**config.mk**
```make
export PLATFORM = sky130hd
export DESIGN_NAME = pool_relu
export DESIGN_NICKNAME = d
export VERILOG_FILES = /design/src/rtl/pool_relu.sv
export SDC_FILE = /design/constraint.sdc
export NUM_CORES = 1
export LEC_CHECK = 0
export ABC_AREA = 1
export BUFFER_PORTS_ARGS = -buffer_cell sky130_fd_sc_hd__clkbuf_2
export CAP_MARGIN = 20
export CORE_MARGIN = 2
export CORE_UTILIZATION = 55
export CTS_CLUSTER_SIZE = 16
export DETAILED_ROUTE_END_ITERATION = 10
export GPL_ROUTABILITY_DRIVEN = 0
export GPL_TIMING_DRIVEN = 0
export PLACE_DENSITY = 0.83
export SLEW_MARGIN = 40
export SYNTH_ARGS = -nofsm -noshare
export SYNTH_HDL_FRONTEND = slang
export SYNTH_SLANG_ARGS = --single-unit
```
**constraint.sdc**
```tcl
create_clock -name clk -period 9.05 [get_ports clk]
set_clock_uncertainty 0.2 [all_clocks]
set_input_delay 1.81 -clock clk [delete_from_list [all_inputs] [get_ports clk]]
set_output_delay 1.81 -clock clk [all_outputs]
set_load 0.005 [all_outputs]
```
**src/rtl/pool_relu.sv**
```systemverilog
// pool_relu: 2x2/stride-2 max-pool of the conv output map over an ICB master.
// Define POOL_RELU_EN to clamp negative pooled bytes to zero.
module pool_relu #(
    parameter logic [31:0] IN_BASE  = 32'h6000_0000,
    parameter logic [31:0] OUT_BASE = 32'h6000_4000,
    parameter int unsigned CHN      = 16
) (
    input  logic        clk,
    input  logic        rst,
    input  logic        start,
    output logic        done,
    output logic        pool_icb_cmd_valid,
    input  logic        pool_icb_cmd_ready,
    output logic [31:0] pool_icb_cmd_addr,
    output logic        pool_icb_cmd_read,
    output logic [31:0] pool_icb_cmd_wdata,
    output logic [3:0]  pool_icb_cmd_wmask,
    input  logic        pool_icb_rsp_valid,
    output logic        pool_icb_rsp_ready,
    input  logic [31:0] pool_icb_rsp_rdata
);
    typedef enum logic [2:0] {
        IDLE, RDA_CMD, RDA_RSP, RDB_CMD, RDB_RSP, WR_CMD, WR_RSP
    } state_t;

    localparam logic [3:0] LAST_C = 4'(CHN - 1);

    state_t      state_q, state_d;
    logic        start_q, start_edge;
    logic [3:0]  c_q, c_d;
    logic [3:0]  r_q, r_d;
    logic [2:0]  w_q, w_d;
    logic [15:0] lo_q, lo_d;
    logic        done_d, valid_d, read_d, buf_we;
    logic [31:0] addr_d, wdata_d;
    logic [3:0]  wmask_d;
    logic [31:0] rowbuf_q [8];

    function automatic logic [7:0] smax(input logic [7:0] a,
                                        input logic [7:0] b);
        return ($signed(a) > $signed(b)) ? a : b;
    endfunction

    function automatic logic [7:0] pool4(input logic [7:0] a,
                                         input logic [7:0] b,
                                         input logic [7:0] c,
                                         input logic [7:0] d);
        logic [7:0] m;
        m = smax(smax(a, b), smax(c, d));
`ifdef POOL_RELU_EN
        if (m[7]) m = 8'h00;
`endif
        return m;
    endfunction

    // top word t and bottom word b cover the same 4 columns -> 2 outputs
    function automatic logic [15:0] pool_word(input logic [31:0] t,
                                              input logic [31:0] b);
        return {pool4(t[31:24], t[23:16], b[31:24], b[23:16]),
                pool4(t[15:8],  t[7:0],   b[15:8],  b[7:0])};
    endfunction

    function automatic logic [31:0] rd_addr(input logic [3:0] c,
                                            input logic [4:0] row,
                                            input logic [2:0] w);
        return IN_BASE + {18'd0, c, row, w, 2'b00};
    endfunction

    function automatic logic [31:0] wr_addr(input logic [3:0] c,
                                            input logic [3:0] r,
                                            input logic [1:0] k);
        return OUT_BASE + {20'd0, c, r, k, 2'b00};
    endfunction

    assign start_edge = start & ~start_q;
    assign pool_icb_rsp_ready = 1'b1;

    always_comb begin
        state_d = state_q;
        c_d     = c_q;
        r_d     = r_q;
        w_d     = w_q;
        lo_d    = lo_q;
        done_d  = done;
        valid_d = pool_icb_cmd_valid;
        addr_d  = pool_icb_cmd_addr;
        read_d  = pool_icb_cmd_read;
        wdata_d = pool_icb_cmd_wdata;
        wmask_d = pool_icb_cmd_wmask;
        buf_we  = 1'b0;
        unique case (state_q)
            IDLE: begin
                if (start_edge) begin
                    done_d  = 1'b0;
                    c_d     = 4'd0;
                    r_d     = 4'd0;
                    w_d     = 3'd0;
                    valid_d = 1'b1;
                    read_d  = 1'b1;
                    wmask_d = 4'h0;
                    addr_d  = rd_addr(4'd0, 5'd0, 3'd0);
                    state_d = RDA_CMD;
                end
            end
            RDA_CMD, RDB_CMD, WR_CMD: begin
                if (pool_icb_cmd_ready) begin
                    valid_d = 1'b0;
                    state_d = state_t'(state_q + 3'd1);
                end
            end
            RDA_RSP: begin
                if (pool_icb_rsp_valid) begin
                    buf_we  = 1'b1;
                    valid_d = 1'b1;
                    w_d     = w_q + 3'd1;
                    if (w_q == 3'd7) begin
                        addr_d  = rd_addr(c_q, {r_q, 1'b1}, 3'd0);
                        state_d = RDB_CMD;
                    end else begin
                        addr_d  = rd_addr(c_q, {r_q, 1'b0}, w_q + 3'd1);
                        state_d = RDA_CMD;
                    end
                end
            end
            RDB_RSP: begin
                if (pool_icb_rsp_valid) begin
                    valid_d = 1'b1;
                    if (!w_q[0]) begin
                        lo_d    = pool_word(rowbuf_q[w_q], pool_icb_rsp_rdata);
                        w_d     = w_q + 3'd1;
                        addr_d  = rd_addr(c_q, {r_q, 1'b1}, w_q + 3'd1);
                        state_d = RDB_CMD;
                    end else begin
                        wdata_d = {pool_word(rowbuf_q[w_q], pool_icb_rsp_rdata),
                                   lo_q};
                        read_d  = 1'b0;
                        wmask_d = 4'hF;
                        addr_d  = wr_addr(c_q, r_q, w_q[2:1]);
                        state_d = WR_CMD;
                    end
                end
            end
            WR_RSP: begin
                if (pool_icb_rsp_valid) begin
                    read_d  = 1'b1;
                    wmask_d = 4'h0;
                    valid_d = 1'b1;
                    w_d     = w_q + 3'd1;
                    if (w_q != 3'd7) begin
                        addr_d  = rd_addr(c_q, {r_q, 1'b1}, w_q + 3'd1);
                        state_d = RDB_CMD;
                    end else if (r_q == 4'd15 && c_q == LAST_C) begin
                        c_d     = 4'd0;
                        r_d     = 4'd0;
                        valid_d = 1'b0;
                        done_d  = 1'b1;
                        state_d = IDLE;
                    end else begin
                        r_d     = r_q + 4'd1;
                        if (r_q == 4'd15) c_d = c_q + 4'd1;
                        addr_d  = rd_addr(c_d, {r_d, 1'b0}, 3'd0);
                        state_d = RDA_CMD;
                    end
                end
            end
            default: state_d = IDLE;
        endcase
    end

    always_ff @(posedge clk or posedge rst) begin
        if (rst) begin
            state_q            <= IDLE;
            start_q            <= 1'b0;
            c_q                <= 4'd0;
            r_q                <= 4'd0;
            w_q                <= 3'd0;
            lo_q               <= 16'd0;
            done               <= 1'b0;
            pool_icb_cmd_valid <= 1'b0;
            pool_icb_cmd_addr  <= 32'd0;
            pool_icb_cmd_read  <= 1'b0;
            pool_icb_cmd_wdata <= 32'd0;
            pool_icb_cmd_wmask <= 4'h0;
        end else begin
            state_q            <= state_d;
            start_q            <= start;
            c_q                <= c_d;
            r_q                <= r_d;
            w_q                <= w_d;
            lo_q               <= lo_d;
            done               <= done_d;
            pool_icb_cmd_valid <= valid_d;
            pool_icb_cmd_addr  <= addr_d;
            pool_icb_cmd_read  <= read_d;
            pool_icb_cmd_wdata <= wdata_d;
            pool_icb_cmd_wmask <= wmask_d;
        end
    end

    always_ff @(posedge clk) begin
        if (buf_we) rowbuf_q[w_q] <= pool_icb_rsp_rdata;
    end

endmodule
```
# Word level (Yosys, flattened, before mapping)
# Memory sizes are Yosys's and may differ from the RTL's.
# Index checks and enable logic that the tools add are counted.
# word_totals
latchBits	0
inputBits	37
wordCells	141
n_memories	1
reg_bits	102
out_inout_bits	72
rom_bits	0
mem_bits_rw	256
# memory_table
name	words	word_bits	read_ports	rd_ports_with_merged_regs	write_ports	line_no	text
rowbuf_q	8	32	1	0	1	37	logic [31:0] rowbuf_q [8];
# op_classes
order_cmp	6
div	0
muxes	67
multipliers	0
n_bitwise	3
n_reduce_logical	20
shifts	0
n_eq_ne	22
addsub	9
# op_table
op	count
2-to-1 mux 32 bit	8
adder 31 x 14 -> 32 bit, first input constant	4
one-hot mux 32 bit (4 select lines)	1
2-to-1 mux 4 bit	15
greater-than comparator 8 bit	6
2-to-1 mux 8 bit	6
adder 31 x 12 -> 32 bit, first input constant	1
2-to-1 mux 3 bit	10
AND reduction 5 bit	5
!= test 2 bit, second input constant	9
2-to-1 mux 1 bit	17
one-hot mux 4 bit (2 select lines)	2
one-hot mux 3 bit (5 select lines)	1
equality test 3 bit, second input constant	4
one-hot mux 4 bit (3 select lines)	1
one-hot mux 3 bit (3 select lines)	1
adder 4 x 1 -> 4 bit, second input constant	2
equality test 4 bit, second input constant	2
AND reduction 4 bit	2
nonzero test 4 bit	2
adder 3 x 1 -> 3 bit, second input constant	2
equality test 3 x 2 -> 1 bit, second input constant	2
!= test 3 bit, second input constant	2
AND reduction 3 bit	2
15 further kinds	20

# Depth between registers and ports, before layout
# depth
depth_word	11
mapped_depth	33
depth_no_buf	31

# Least setup slack after synthesis
# Ideal clock, no wire load.
# synth_timing
path_kind	input to register
from	in pool_icb_rsp_valid
to	mem rowbuf_q[3][0] (enable)
setup_ns	0.501
t_arrival_ns	5.027
path_stages	2
slack_ns	3.322
path_cell_list	nand2_1 > nor4_1
# synth_via
elab_chain_cells	4
# synth_lines
item	line_no	text
from (decl)	18	input logic pool_icb_rsp_valid,
2-to-1 mux 1 bit	112	if (pool_icb_rsp_valid) begin
2-to-1 mux 1 bit	91	unique case (state_q)
2-to-1 mux 1 bit	201	if (buf_we) rowbuf_q[w_q] <= pool_icb_rsp_rdata;
2-to-1 mux 1 bit (not written as such)	201	
to (decl)	37	
# Every way passes these cells.

# Worst setup path after layout
# layout_timing
from	reg w_q[2]
to	reg lo_q[15]
# layout_via
elab_chain_cells	5
# layout_lines
item	line_no	text
from (decl)	32	logic [2:0] w_q, w_d;
from (signal assigned)	189	w_q <= w_d;
memory read (8 x 32 bit) (*)	-	
greater-than comparator 8 bit	41	return ($signed(a) > $signed(b)) ? a : b;
2-to-1 mux 8 bit (*)	41	
greater-than comparator 8 bit	41	
2-to-1 mux 8 bit (*)	41	
to (signal assigned)	190	lo_q <= lo_d;
to (decl)	33	logic [15:0] lo_q, lo_d;
# Every way passes the cells marked *; elsewhere a longest branch is shown, timed or not.
# A chain may end at the register's enable or synchronous reset.

==> results_dict.tcl <==
set metrics [dict create \
    status "completed" \
    worst_slack_ns 3.30 \
    final_common_cell "nand2_1" \
    rr_startpoint "w_q[2]" \
    hold_depth 2 \
    synth_edf_count 256 \
    final_hold_viol_count 0 \
    nFillCells 2109 \
    synth_area_mm2 0.0161 \
    rsz0062_at_grt "false" \
    async_reset_ff_share_pct 24.0 \
    grt_pass1_vias 12800 \
    min_period_over_period_pct 63.6 \
    ys_ff_latch 337 \
    fin_area_mm2 0.0186 \
    clk_pin_slew_ns 0.06 \
    std_cell_rows 62 \
    worst-slew-pin-transition_ns 0.862 \
    grt_max_degree 55 \
    cp-start-kind "flop" \
    track_usage_pct 29.1 \
    routed_wl_um 44900 \
    period_needed_ns 5.75 \
    die_w_um 175 \
    die-area_mm2 0.0307 \
    start_util_pct 56.0 \
    cts_resized 0 \
    root_buffer "clkbuf_16" \
    critical_path_class "flop to flop" \
    r2r_slack_ns 3.30 \
    r2r-end "lo_q[15]" \
    cp-end-kind "flop" \
    syn_inst 1680 \
    syn_area_per_cell_um2 9.59 \
    max-vdd-ir-drop_mv 0.208 \
    holdWs_ns 0.272 \
    grt_pass1_wl_um 68600 \
    clk_latency_ns 0.53 \
    wl_per_cell_um 19.9 \
    clockBufferDepth 3 \
    cts_tree "yes" \
    dp_slack_ns 3.31 \
    viasPerCell 5.86 \
    ctsHoldBuffers 0 \
    worstHoldPathType "flop to flop" \
    cts_max_level 2 \
    p_leak_nw 8.35 \
    setup_viol 0 \
    num_vias 13200 \
    portBuffers 90 \
    clock.fmax_mhz 174 \
    crit_required_ns 9.31 \
    gr-total-overflow 0 \
    layout_common_cells "nand2_1 (711), edfxtp_1 (256), inv_1 (90), clkbuf_2 (90), nand3_1 (86)" \
    layout-drive-gt1-share_pct 13.9 \
    core_area_mm2 0.0288 \
    ant_nets 0 \
    synth_cell_types 44 \
    arrival_ns 6.01 \
    powerDensity_mw_per_mm2 353 \
    dp_hpwl_um 31100 \
    drv_slew 0 \
    drt-initial-drc-count 1862 \
    drt_first_pass_iters 7 \
    worstPathMaxFanout 10 \
    antenna_found_initial 1 \
    worstSetupStartpoint "w_q[2]" \
    post-cts-setup-buffers 0 \
    drcViolationCount 0 \
    yosys_warnings 0 \
    io_pins 109 \
    numCtsBuffers 35 \
    cap_violations 0 \
    cts.sinks 337 \
    die_height_um 175 \
    worstRegToRegCells 22 \
    ys.flop_type "edfxtp_1" \
    finalSetupTns_ns 0 \
    relSlewSlack_pct 42.5 \
    seq_area_frac_synth_pct 60.3 \
    syn_to_final_growth_pct 15.6 \
    endpoint "lo_q[15]" \
    place_area_mm2 0.0176 \
    nets 1942 \
]
how the worst min path moves through the flow:
stage | to | start | slack [ns]
after floorplan | pool_icb_cmd_wdata[0] | lo_q[0] | 0.25
after global placement | pool_icb_cmd_wdata[1] | pool_icb_cmd_wdata[1] | 0.26
after detailed placement | pool_icb_cmd_wdata[3] | pool_icb_cmd_wdata[3] | 0.26
after CTS | pool_icb_cmd_wdata[3] | pool_icb_cmd_wdata[3] | 0.28
after global routing | pool_icb_cmd_wdata[3] | pool_icb_cmd_wdata[3] | 0.29
final | pool_icb_cmd_wdata[3] | pool_icb_cmd_wdata[3] | 0.27
power breakdown:
part           leakage (nW)  total, mW  switching [mW]  internal (mW)
Sequential             3.36       1.88          0.0826           1.80
Combinational          4.47       3.35            2.32           1.03
Clock                 0.514       1.34           0.596          0.748
Total                  8.35       6.58            3.00           3.58
logic make-up (layout without fill, tap and decap cells):
logic type | Yosys count | after routing | synth area share (%)
and+or+nand+nor | 914 | 914 | 23.4
DFF | 337 | 337 | 60.3
AOI/OAI and AO/OA | 182 | 182 | 6.25
buffers and inverters | 182 | 358 | 5.15
adders and majority gates | 58 | 58 | 4.51
xor gates and xnor gates | 5 | 5 | 0.272
other | 2 | 19 | 0.0466
flip-flops by register name, summed over array words and instances, names as in the netlist, 3 cells and up:
signal,count
state_q,3
lo_q,16
pool_icb_cmd_wdata,32
c_q,4
w_q,3
rowbuf_q,256
pool_icb_cmd_addr,14
r_q,4
area by class of cell:
type | instances | area, µm² | share of cell area (%)
Antenna cell | 1 | 2.50 | 0.0134
Inverter | 100 | 380 | 2.04
Sequential cell | 337 | 9710 | 52.2
Clock inverter | 15 | 98.8 | 0.531
Buffer | 82 | 454 | 2.44
Timing Repair Buffer | 114 | 846 | 4.54
Multi-Input combinational cell | 1177 | 5680 | 30.5
Clock buffer | 47 | 956 | 5.14
Tap cell | 384 | 480 | 2.58
critical path, cell delays in order (launching register included):
cell and delay (ns):
dfrtp_1 0.47, clkbuf_1 0.47, clkbuf_1 0.71, o21ai_0 0.33, nand2_1 0.24, inv_1 0.06, ha_1 0.27, nand2_1 0.06
nor2_1 0.18, nand4_1 0.33, nand3_1 0.39, nand2_1 0.13, and2_1 0.17, ha_1 0.19, o21bai_1 0.15, nand3_1 0.08
nand3_1 0.08, nand2_1 0.07, a21oi_2 0.36, inv_1 0.22, nand3_1 0.28, nand3_1 0.15, nand2_1 0.09
per-stage QoR:
| stage | std cells | power, mW | util (%) |
|---|---|---|---|
| after CTS | 2256 | 6.47 | 64.7 |
| after detailed placement | 2194 | 5.11 | 61.0 |
| final | 2257 | 6.58 | 64.7 |
| after global placement | 2170 | 4.94 | 59.4 |
| after floorplan | 1696 | 4.14 | - |
| after global routing | 2256 | 6.99 | 64.7 |
Yosys cell counts (16+ instances only):
master,instances,area (µm²)
o21ai_0,47,235
inv_1,91,342
buf_2,33,165
clkbuf_1,21,78.8
o22ai_1,18,113
nand4_1,41,257
edfxtp_1,256,7690
nor2_1,34,128
a21oi_1,84,420
dfrtp_1,81,2030
buf_4,26,195
nand2_1,711,2670
nand3_1,86,430
and2_1,16,100
ha_1,58,726
per-layer routing:
metal	track usage, %	share of wire, %	up-vias
met2	47.9	47	970
met1	37.5	36	6088
li1	-	-	5953
met4	15.3	5.8	0
met3	4.53	12	210
met5	0	0	-
Note: power is estimated with default switching activity, not from simulation.
